## src/rtl/fir_pkg.sv

```systemverilog
// Shared defaults and constant helpers for the FIR output stage:
// widths, saturation limits and the round-half-up bias.
package fir_pkg;

   localparam int FIR_OW    = 40;
   localparam int FIR_OUT_W = 16;
   localparam int FIR_SHIFT = 15;
   localparam int FIR_DECIM = 1;
   localparam int FIR_DEPTH = 4;
   localparam int SAT_CNT_W = 8;

   function automatic longint sat_max(input int width);
      return (longint'(1) <<< (width - 1)) - longint'(1);
   endfunction

   function automatic longint sat_min(input int width);
      return -(longint'(1) <<< (width - 1));
   endfunction

   // Adding half an output LSB before the arithmetic shift gives round-half-up.
   function automatic longint round_bias(input int shift);
      return longint'(1) <<< (shift - 1);
   endfunction

endpackage

```

## src/rtl/fir_output_stage_if.sv

```systemverilog
// Output stream toward the bus/DMA side: head sample, valid and ready.
interface fir_output_stage_if
   import fir_pkg::*;
#(
   parameter int OUT_W = FIR_OUT_W
) ();

   logic signed [OUT_W-1:0] o_data;
   logic                    o_valid;
   logic                    i_ready;

   modport master (
      output o_data,
      output o_valid,
      input  i_ready
   );

   modport slave (
      input  o_data,
      input  o_valid,
      output i_ready
   );

endinterface

```

## src/rtl/fir_out_fifo.sv

```systemverilog
// Small output FIFO with a registered head entry, occupancy count and
// full/empty flags; a push while full is ignored unless a pop frees a slot.
module fir_out_fifo #(
   parameter int WIDTH = 16,
   parameter int DEPTH = 4
) (
   input  logic                     i_clk,
   input  logic                     i_reset_n,
   input  logic                     i_push,
   input  logic [WIDTH-1:0]         i_data,
   input  logic                     i_pop,
   output logic [WIDTH-1:0]         o_data,
   output logic                     o_empty,
   output logic                     o_full,
   output logic [$clog2(DEPTH):0]   o_level
);

   localparam int AW = $clog2(DEPTH);

   logic [WIDTH-1:0] r_mem [DEPTH];
   logic [AW-1:0]    r_wrPtr;
   logic [AW-1:0]    r_rdPtr;
   logic [AW:0]      r_count;
   logic [WIDTH-1:0] r_head;
   logic             w_doPush;
   logic             w_doPop;
   logic [AW-1:0]    w_rdNext;

   assign o_empty  = (r_count == '0);
   assign o_full   = (r_count == (AW+1)'(DEPTH));
   assign w_doPop  = i_pop && !o_empty;
   assign w_doPush = i_push && (!o_full || w_doPop);
   assign w_rdNext = r_rdPtr + AW'(1);

   always_ff @(posedge i_clk) begin
      if (w_doPush) begin
         r_mem[r_wrPtr] <= i_data;
      end
   end

   always_ff @(posedge i_clk or negedge i_reset_n) begin
      if (!i_reset_n) begin
         r_wrPtr <= '0;
         r_rdPtr <= '0;
         r_count <= '0;
      end else begin
         if (w_doPush) begin
            r_wrPtr <= r_wrPtr + AW'(1);
         end
         if (w_doPop) begin
            r_rdPtr <= w_rdNext;
         end
         case ({w_doPush, w_doPop})
            2'b10:   r_count <= r_count + (AW+1)'(1);
            2'b01:   r_count <= r_count - (AW+1)'(1);
            default: r_count <= r_count;
         endcase
      end
   end

   // The head register tracks the entry that will be at the read pointer after
   // this edge; an empty-to-nonempty push loads it straight from the input.
   always_ff @(posedge i_clk or negedge i_reset_n) begin
      if (!i_reset_n) begin
         r_head <= '0;
      end else if (w_doPop) begin
         if (r_count > (AW+1)'(1)) begin
            r_head <= r_mem[w_rdNext];
         end else if (w_doPush) begin
            r_head <= i_data;
         end
      end else if (w_doPush && o_empty) begin
         r_head <= i_data;
      end
   end

   assign o_data  = r_head;
   assign o_level = r_count;

endmodule

```

## src/rtl/fir_output_stage.sv

```systemverilog
// Output stage after the FIR tap chain: decimate, round half-up, saturate to
// OUT_W and buffer in a FIFO; reports dropped samples and clip events.
module fir_output_stage
   import fir_pkg::*;
#(
   parameter int OW    = FIR_OW,
   parameter int OUT_W = FIR_OUT_W,
   parameter int SHIFT = FIR_SHIFT,
   parameter int DECIM = FIR_DECIM,
   parameter int DEPTH = FIR_DEPTH
) (
   input  logic                       i_clk,
   input  logic                       i_reset_n,
   input  logic                       i_ce,
   input  logic signed [OW-1:0]       i_acc,
   fir_output_stage_if.master         bus,
   input  logic                       i_clr,
   output logic                       o_overflow,
   output logic [SAT_CNT_W-1:0]       o_sat_cnt,
   output logic [$clog2(DEPTH):0]     o_level
);

   localparam int CW = (DECIM > 1) ? $clog2(DECIM) : 1;
   localparam logic signed [OW:0] C_BIAS = (OW+1)'(round_bias(SHIFT));
   localparam logic signed [OW:0] C_MAX  = (OW+1)'(sat_max(OUT_W));
   localparam logic signed [OW:0] C_MIN  = (OW+1)'(sat_min(OUT_W));
   localparam logic [SAT_CNT_W-1:0] C_SAT_TOP = '1;

   logic [CW-1:0]           r_decimCnt;
   logic                    w_keep;
   logic signed [OW:0]      r_stage1;
   logic                    r_v1;
   logic signed [OW:0]      w_shifted;
   logic                    w_clipHi;
   logic                    w_clipLo;
   logic signed [OUT_W-1:0] w_result;
   logic                    w_pop;
   logic                    w_empty;
   logic                    w_full;
   logic                    w_drop;
   logic                    w_satEvent;
   logic                    r_overflow;
   logic [SAT_CNT_W-1:0]    r_satCnt;

   assign w_keep = i_ce && (r_decimCnt == '0);

   always_ff @(posedge i_clk or negedge i_reset_n) begin
      if (!i_reset_n) begin
         r_decimCnt <= '0;
      end else if (i_ce) begin
         r_decimCnt <= (r_decimCnt == CW'(DECIM - 1)) ? '0 : r_decimCnt + CW'(1);
      end
   end

   // One extra bit of headroom so adding the bias never wraps.
   always_ff @(posedge i_clk or negedge i_reset_n) begin
      if (!i_reset_n) begin
         r_stage1 <= '0;
         r_v1     <= 1'b0;
      end else begin
         r_v1 <= w_keep;
         if (w_keep) begin
            r_stage1 <= $signed({i_acc[OW-1], i_acc}) + C_BIAS;
         end
      end
   end

   assign w_shifted = r_stage1 >>> SHIFT;
   assign w_clipHi  = (w_shifted > C_MAX);
   assign w_clipLo  = (w_shifted < C_MIN);

   always_comb begin
      w_result = w_shifted[OUT_W-1:0];
      if (w_clipHi) begin
         w_result = C_MAX[OUT_W-1:0];
      end else if (w_clipLo) begin
         w_result = C_MIN[OUT_W-1:0];
      end
   end

   assign w_pop      = bus.o_valid && bus.i_ready;
   assign w_drop     = r_v1 && w_full && !w_pop;
   assign w_satEvent = r_v1 && (w_clipHi || w_clipLo);

   fir_out_fifo #(
      .WIDTH (OUT_W),
      .DEPTH (DEPTH)
   ) u_fifo (
      .i_clk     (i_clk),
      .i_reset_n (i_reset_n),
      .i_push    (r_v1),
      .i_data    (w_result),
      .i_pop     (w_pop),
      .o_data    (bus.o_data),
      .o_empty   (w_empty),
      .o_full    (w_full),
      .o_level   (o_level)
   );

   assign bus.o_valid = !w_empty;

   // A new event in the same cycle as a clear wins over the clear.
   always_ff @(posedge i_clk or negedge i_reset_n) begin
      if (!i_reset_n) begin
         r_overflow <= 1'b0;
         r_satCnt   <= '0;
      end else begin
         if (w_drop) begin
            r_overflow <= 1'b1;
         end else if (i_clr) begin
            r_overflow <= 1'b0;
         end
         if (w_satEvent) begin
            if (i_clr) begin
               r_satCnt <= SAT_CNT_W'(1);
            end else if (r_satCnt != C_SAT_TOP) begin
               r_satCnt <= r_satCnt + SAT_CNT_W'(1);
            end
         end else if (i_clr) begin
            r_satCnt <= '0;
         end
      end
   end

   assign o_overflow = r_overflow;
   assign o_sat_cnt  = r_satCnt;

endmodule

```

## src/flat_wrapper.sv

```systemverilog
// flat-port wrapper written by rule: the top's interface ports become plain ports
module fir_output_stage_flat import fir_pkg::*;
#(
   parameter int OW    = FIR_OW,
   parameter int OUT_W = FIR_OUT_W,
   parameter int SHIFT = FIR_SHIFT,
   parameter int DECIM = FIR_DECIM,
   parameter int DEPTH = FIR_DEPTH
)
  (i_clk, i_reset_n, i_ce, i_acc, i_clr, o_overflow, o_sat_cnt, o_level, bus_o_data, bus_o_valid, bus_i_ready);
  fir_output_stage_if #(.OUT_W(OUT_W)) bus_i ();
  input  logic i_clk;
  input  logic i_reset_n;
  input  logic i_ce;
  input  logic signed [OW-1:0] i_acc;
  input  logic i_clr;
  output logic o_overflow;
  output logic [SAT_CNT_W-1:0] o_sat_cnt;
  output logic [$clog2(DEPTH):0] o_level;
  output wire logic [$bits(bus_i.o_data)-1:0] bus_o_data;
  output wire logic [$bits(bus_i.o_valid)-1:0] bus_o_valid;
  input wire logic [$bits(bus_i.i_ready)-1:0] bus_i_ready;
  assign bus_o_data = bus_i.o_data;
  assign bus_o_valid = bus_i.o_valid;
  assign bus_i.i_ready = bus_i_ready;
  fir_output_stage #(.OW(OW), .OUT_W(OUT_W), .SHIFT(SHIFT), .DECIM(DECIM), .DEPTH(DEPTH)) u_core (.i_clk(i_clk), .i_reset_n(i_reset_n), .i_ce(i_ce), .i_acc(i_acc), .bus(bus_i), .i_clr(i_clr), .o_overflow(o_overflow), .o_sat_cnt(o_sat_cnt), .o_level(o_level));
endmodule
```

## config.mk

```make
export PLATFORM = sky130hd
export DESIGN_NAME = fir_output_stage_flat
export DESIGN_NICKNAME = d
export VERILOG_FILES = /design/src/rtl/fir_pkg.sv /design/src/rtl/fir_output_stage_if.sv /design/src/rtl/fir_out_fifo.sv /design/src/rtl/fir_output_stage.sv /design/src/flat_wrapper.sv
export SDC_FILE = /design/constraint.sdc
export NUM_CORES = 1
export LEC_CHECK = 0
export BUFFER_PORTS_ARGS = -buffer_cell sky130_fd_sc_hd__buf_2
export CAP_MARGIN = 20
export CELL_PAD_IN_SITES_DETAIL_PLACEMENT = 2
export CELL_PAD_IN_SITES_GLOBAL_PLACEMENT = 2
export CORE_ASPECT_RATIO = 0.75
export CORE_MARGIN = 3
export CORE_UTILIZATION = 30
export DETAILED_ROUTE_END_ITERATION = 16
export PLACE_DENSITY_LB_ADDON = 0.15
export RECOVER_POWER = 50
export SLEW_MARGIN = 20
export SYNTH_ARGS = -nofsm -noshare
export SYNTH_HDL_FRONTEND = slang
export SYNTH_SLANG_ARGS = --single-unit
export TNS_END_PERCENT = 100
```

## constraint.sdc

```tcl
create_clock -name i_clk -period 3.4 [get_ports i_clk]
set_clock_uncertainty 0.2 [all_clocks]
set_input_delay 0.34 -clock i_clk [delete_from_list [all_inputs] [get_ports i_clk]]
set_output_delay 0.34 -clock i_clk [all_outputs]
set_load 0.02 [all_outputs]
```

# Yosys cells after proc, flatten, opt, wreduce, memory -nomap -nowiden
# Memory sizes are Yosys's and may differ from the RTL's.
# Cells that the tools add are included.
# Widths: inputs -> output; s select.
classes:
  bitwise: 1
  eq_ne: 5
  n_mul: 0
  n_lt_le_gt_ge: 3
  mux: 16
  n_div: 0
  n_addsub: 7
  n_shift: 0
  n_reduce_logical: 21
op_table:
  columns: ["operator", "n"]
  rows:
  - ["$mux 16", 6]
  - ["$add 40x16->41 const B", 1]
  - ["$mux 8", 4]
  - ["$gt 26x16->1 const B", 1]
  - ["$lt 26x16->1 const B", 1]
  - ["$reduce_bool 2->1", 5]
  - ["$add 8x1->8 const B", 1]
  - ["$logic_and 1x1->1", 8]
  - ["$ne 8x8->1 const B", 1]
  - ["$pmux 3 s2", 1]
  - ["$mux 1", 5]
  - ["$add 2x1->2 const B", 2]
  - ["$reduce_and 2->1", 2]
  - ["$add 3x1->3 const B", 1]
  - ["$eq 3x3->1 const B", 1]
  - ["$gt 3x1->1 const B", 1]
  - ["$logic_not 1->1", 3]
  - ["$logic_not 3->1", 1]
  - ["$ne 3x2->1 const B", 1]
  - ["$sub 3x1->3 const B", 1]
  - ["$eq 2x1->1 const B", 1]
  - ["$eq 2x2->1 const B", 1]
  - ["$logic_or 1x1->1", 2]
  - ["$add 1x1->1 const B", 1]
  - ["$not 1->1", 1]
word_totals:
  ram_bits: 64
  inputBits: 45
  latchBits: 0
  output_inout_bits: 29
  ff_bits: 75
  rom_bits: 0
  mem_count: 1
memory_table:
  columns: ["memory", "depth", "word_bits", "rd", "rd_ports_with_merged_regs", "write_ports", "line_no", "text"]
  rows:
  - ["u_core.u_fifo.r_mem", 4, 16, 1, 0, 1, "fir_out_fifo.sv:20", "logic [WIDTH-1:0] r_mem [DEPTH];"]

# Longest topological paths before layout
depth:
  depth_word: 9
  ltp_mapped: 11
  mapped_depth_nobuf: 10

# Cells and area by module
# A second synthesis with hierarchy kept.
hier_totals:
  cells_unflattened: 445
  area_unflattened_um2: 5973.2
modules_own_cells:
  columns: ["module", "cells_per_inst", "seq_area_each_um2", "instances", "area_each_um2"]
  rows:
  - ["fir_out_fifo", 198, 2497.4, 1, 3747.3]
  - ["fir_output_stage", 247, 900.9, 1, 2225.9]

# Worst setup path before layout
# OpenSTA, ideal clock, no wires.
synth_timing:
  path_type: "flip-flop to flip-flop"
  start: "reg u_core.u_fifo.r_count[0], in the netlist u_core.u_fifo.o_level[0]"
  end: "reg u_core.u_fifo.r_head[6], in the netlist u_core.u_fifo.o_data[6]"
  path_stages_with_launch: 11
  synth_period_minus_slack_ps: 2708
  t_required_ps: 3074
  arrival_time_ps: 2381
  slack_ps: 692
  path_buffers: 1
  cell_sequence: "dfrtp_1 > inv_1 > ha_1 > nand3b_1 > and2_1 > inv_1 > ha_1 > a22oi_1 > a21oi_4 > clkbuf_1 > a221o_1"
synth_via:
  elab_chain_len: 9
  elab_cells_between_ends: 15
  classes_between: "order compare: 1; eq/ne: 2; mux: 2; reduce/logical: 10"
synth_lines:
  columns: ["item", "line_no", "text"]
  rows:
  - ["start: declaration", "fir_out_fifo.sv:23", "logic [AW:0] r_count;"]
  - ["start signal: assignment", "fir_out_fifo.sv:54", "2'b10: r_count <= r_count + (AW+1)'(1);"]
  - ["start signal: assignment", "fir_out_fifo.sv:55", "2'b01: r_count <= r_count - (AW+1)'(1);"]
  - ["start signal: assignment", "fir_out_fifo.sv:56", "default: r_count <= r_count;"]
  - ["$logic_not 3->1", "fir_out_fifo.sv:29", "assign o_empty = (r_count == '0);"]
  - ["$logic_not 1->1", "fir_out_fifo.sv:31, fir_output_stage.sv:100", null]
  - ["$logic_and 1x1->1", "fir_output_stage.sv:81", "assign w_pop = bus.o_valid && bus.i_ready;"]
  - ["$logic_and 1x1->1", "fir_out_fifo.sv:31", "assign w_doPop = i_pop && !o_empty;"]
  - ["$logic_or 1x1->1", "fir_out_fifo.sv:32", "assign w_doPush = i_push && (!o_full || w_doPop);"]
  - ["$logic_and 1x1->1", "fir_out_fifo.sv:32", null]
  - ["$logic_and 1x1->1", "fir_out_fifo.sv:72", "end else if (w_doPush && o_empty) begin"]
  - ["$reduce_bool 2->1 (no source line)", null, null]
  - ["$reduce_and 2->1 (no source line)", null, null]
  - ["end signal: assignment", "fir_out_fifo.sv:68", "r_head <= r_mem[w_rdNext];"]
  - ["end signal: assignment", "fir_out_fifo.sv:70", "r_head <= i_data;"]
  - ["end signal: assignment", "fir_out_fifo.sv:73", "r_head <= i_data;"]
  - ["end: declaration", "fir_out_fifo.sv:24", "logic [WIDTH-1:0] r_head;"]
# Several ways; a longest one is shown, not always the timed one.
# A chain may end at the register's enable or synchronous reset.

# Worst setup path in the final report
layout_timing:
  start: "reg u_core.u_fifo.r_count[0], in the netlist u_core.u_fifo.o_level[0]"
  end: "reg u_core.u_fifo.r_head[14], in the netlist u_core.u_fifo.o_data[14]"
# The elaborated chain is that of the path after synthesis.

==> flow_summary.ini <==
[clock_tree]
cts.sinks = 123
worstSkewPairLatency_ps = 410
cts_made_buffers = 17
htreeDepth = 4
cts_tree = done
cts_resized = 0
cts_root_buf = clkbuf_16
clk_pin_slew_ps = 60
clk_path_buf_depth = 2

[timing]
report.final.slew_viol_count = 53
slew-limit-headroom_pct = -42.92
worst_pin_slew_ps = 2144
rsz0062_at_grt = false
hold_viol = 0
period_share_pct = 84.90
finalCriticalPeriod_ps = 2886
finalSetupViolations = 0
tns_ps = 0
max_freq_mhz = 346.4
setup_ws_ps = 513.5

[die]
pin_count = 74
start_util_pct = 31.21
num_rows = 43
core_area_um2 = 18880
dieArea_um2 = 21380
fp.dieH_um = 127.4
die_x_um = 167.9

[worst_setup_path]
crit_end = u_core.u_fifo.o_data[14]
reg2reg_slack_ps = 510
critPathTopFamily = compound AO/OA/AOI/OAI gates
worstSetupStartpoint = u_core.u_fifo.o_level[0]
cp_slowest_stage_delay_ps = 450
worstReg2RegEnd = u_core.u_fifo.o_data[14]
required_ps = 3510
cp_num_buf_inv = 3
reg2reg_depth = 11
r2r_start = u_core.u_fifo.o_level[0]
cp_slowest_cell = dfrtp_1
worstPathArrival_ps = 3000
cp_max_fo = 17
end_kind = flop
path_cells = inv_1 > ha_1 > nand3b_1 > and2_0 > inv_1 > ha_1 > a22oi_1 > a21oi_4 > buf_4 > a22oi_1 > a21bo_1
worst-path-stages = 11
cp-start-kind = flop
crit_type = flop to flop

[layout]
fin_util_pct = 37.57
num-fill-cells = 1967
antenna_cells = 0
syn_to_final_growth_pct = 20.38
nNetsFinal = 583
drive_above_1_share_pct = 23.52

[synth]
ys_ff_latch = 123
ys.flop_type = edfxtp_1
synth_top_area_share_pct = 32.60
synth_edf_count = 64
syn_area_per_cell_um2 = 12.93
netlist_top_cells_area = edfxtp_1, dfrtp_1, mux4_2
synth_area_leader_cell = edfxtp_1
synthesis.nets = 512
ys_seq_area_share_pct = 57.65
synthArstFlopShare_pct = 47.97
synthCells = 456
synth_warnings = 0
ys_types = 53
synth_area_um2 = 5894

[grt]
grt_pass1_vias = 4461
gr-usage-all-layers_pct = 16.05
grt.overflow.total = 0
grt_max_degree = 53
globalRouteMet2Util_pct = 25.08
grt_use_met3_pct = 3.835
grt_pass1_wl_mm = 26.18
busiest_layer = met2
antenna_found_initial = 1
met1_usage_pct = 22.77

[pwr]
powerDensity_nw_per_um2 = 815.2
power_frac_comb_pct = 26.6
p_clk_share_pct = 35.7
power_switching_mw = 1.820
power.leakage_nw = 2.588
intPower_mw = 3.964
p_seq_share_pct = 37.7
ir_worst_vdd_uv = 323.3
p_sw_share_pct = 31.46

[job]
maxCapViolCount = 1

[min_path]
hold_class = input pin to flop
whs_path_depth = 3
hp-start = i_acc[28]

[placed_design]
io_buffers = 59
place_ws_ps = 535.7
hpwl_mm = 11.20
globalplace.congestion = 0.7238

[routing]
post_drt_wl_per_cell_um = 20.52
drt_first_pass_iters = 6
ant_nets = 0
drc_errors = 0
routed_via_density = 5.071
wl_mm = 16.15
vias = 3991
drt_iter0_markers = 211

[run_status]
run_status = finished with violations
violations = max-capacitance violations, max-slew violations
-- per-layer routing --
layer  up-vias  wire [µm]
met3         8        477
met2        52       7617
met5         -          0
met4         0        129
li1       1834          -
met1      2097       7926
-- power by group through the flow --
stage	combinational [mW]	clock, mW	sequential [mW]
2_1_floorplan	0.993	0	2.24
3_3_place_gp	1.55	0	2.19
3_5_place_dp	1.60	0	2.22
4_1_cts	1.61	2.12	2.19
5_1_grt	1.70	2.20	2.24
6_report	1.54	2.06	2.18
-- cell families (layout without fill, tap and decap cells) --
group                      count (synthesis)  in the layout  share of synthesized area [%]
and+or+nand+nor                          162            162                          15.96
DFF                                      123            123                          57.65
AOI/OAI and AO/OA                         77             77                          9.531
buffers and inverters                     31            115                          2.866
xor gates and xnor gates                  30             30                          4.458
muxes                                     22             22                          7.196
adders and majority gates                 11             11                          2.335
-- worst reg2reg max path: cells and delay by family, from the launching register on --
kind	cells	cell delay, ps
adder cells (fa/ha/maj)	2	490
AND/OR/NAND/NOR	2	460
buffers and inverters	3	410
AO/OA/AOI/OAI	4	790
flip-flops	1	450
-- layout by cell type (no fill, tap or decap), types with 4 or more instances in the layout --
cell type	instances
a21oi_1	28
a221o_1	14
a31o_1	4
and2_1	15
and3_1	7
buf_2	29
buf_4	9
bufinv_16	6
clkbuf_1	33
clkbuf_16	17
dfrtp_1	59
edfxtp_1	64
ha_1	11
inv_1	10
mux4_2	16
nand2_1	29
nand2b_1	6
nand3_1	7
nand4_1	14
nor2_1	46
nor2_2	9
nor4_2	5
o21ai_1	10
o21ai_2	10
xnor2_1	16
xor2_1	14
-- area by class of cell --
type | count | area (µm²) | share of cell area [%]
tap | 247 | 309.0 | 4.355
clock buffer | 17 | 425.4 | 5.995
clock inverter | 15 | 246.5 | 3.474
timing repair buffer | 73 | 351.6 | 4.955
multi-input combinational | 302 | 2327 | 32.80
inverter | 10 | 37.54 | 0.5290
sequential | 123 | 3398 | 47.89
-- registers in the layout, indices dropped and copies added (netlist names) --
| signal | flops |
|---|---|
| u_core.o_overflow | 1 |
| u_core.o_sat_cnt | 8 |
| u_core.r_stage1 | 26 |
| u_core.r_v1 | 1 |
| u_core.u_fifo.o_data | 16 |
| u_core.u_fifo.o_level | 3 |
| u_core.u_fifo.r_mem | 64 |
| u_core.u_fifo.r_rdPtr | 2 |
| u_core.u_fifo.r_wrPtr | 2 |
-- timing repair --
action | 4_1_cts | 5_1_grt
hold buffers | 1 | 0
endpoints found under the hold margin | 21 | 0
buffers inserted | 0 | 0
-- metrics by stage --
stage | instance area, µm² | power, mW | instances | hold slack [ps]
detailed placement | 6465 | 3.815 | 754 | 191.3
global route | 7096 | 6.134 | 787 | 69.89
floorplan | 5894 | 3.234 | 456 | -155.6
finish | 7096 | 5.784 | 787 | 78.82
global placement | 6465 | 3.741 | 754 | 174.7
CTS | 7147 | 5.921 | 787 | 40.99
-- worst min-delay path by stage --
stage | slack [ps] | endpoint
2_1_floorplan | -160 | u_core.o_overflow
3_3_place_gp | 170 | u_core.o_sat_cnt[7]
3_5_place_dp | 190 | u_core.o_sat_cnt[7]
4_1_cts | 40 | u_core.r_stage1[40]
5_1_grt | 70 | u_core.r_stage1[40]
6_report | 80 | u_core.r_stage1[28]
-- cells in the mapped netlist, drive strengths merged, types with 7 or more instances --
library cell	instances
a221o	14
nand2	29
xnor2	16
clkbuf	12
edfxtp	64
a21oi	29
and2	17
nand3	9
and3	7
nor2	56
mux4	16
nand4	16
o21ai	22
xor2	14
buf	9
inv	10
dfrtp	59
ha	11
Note: power is estimated with default switching activity, not from simulation.
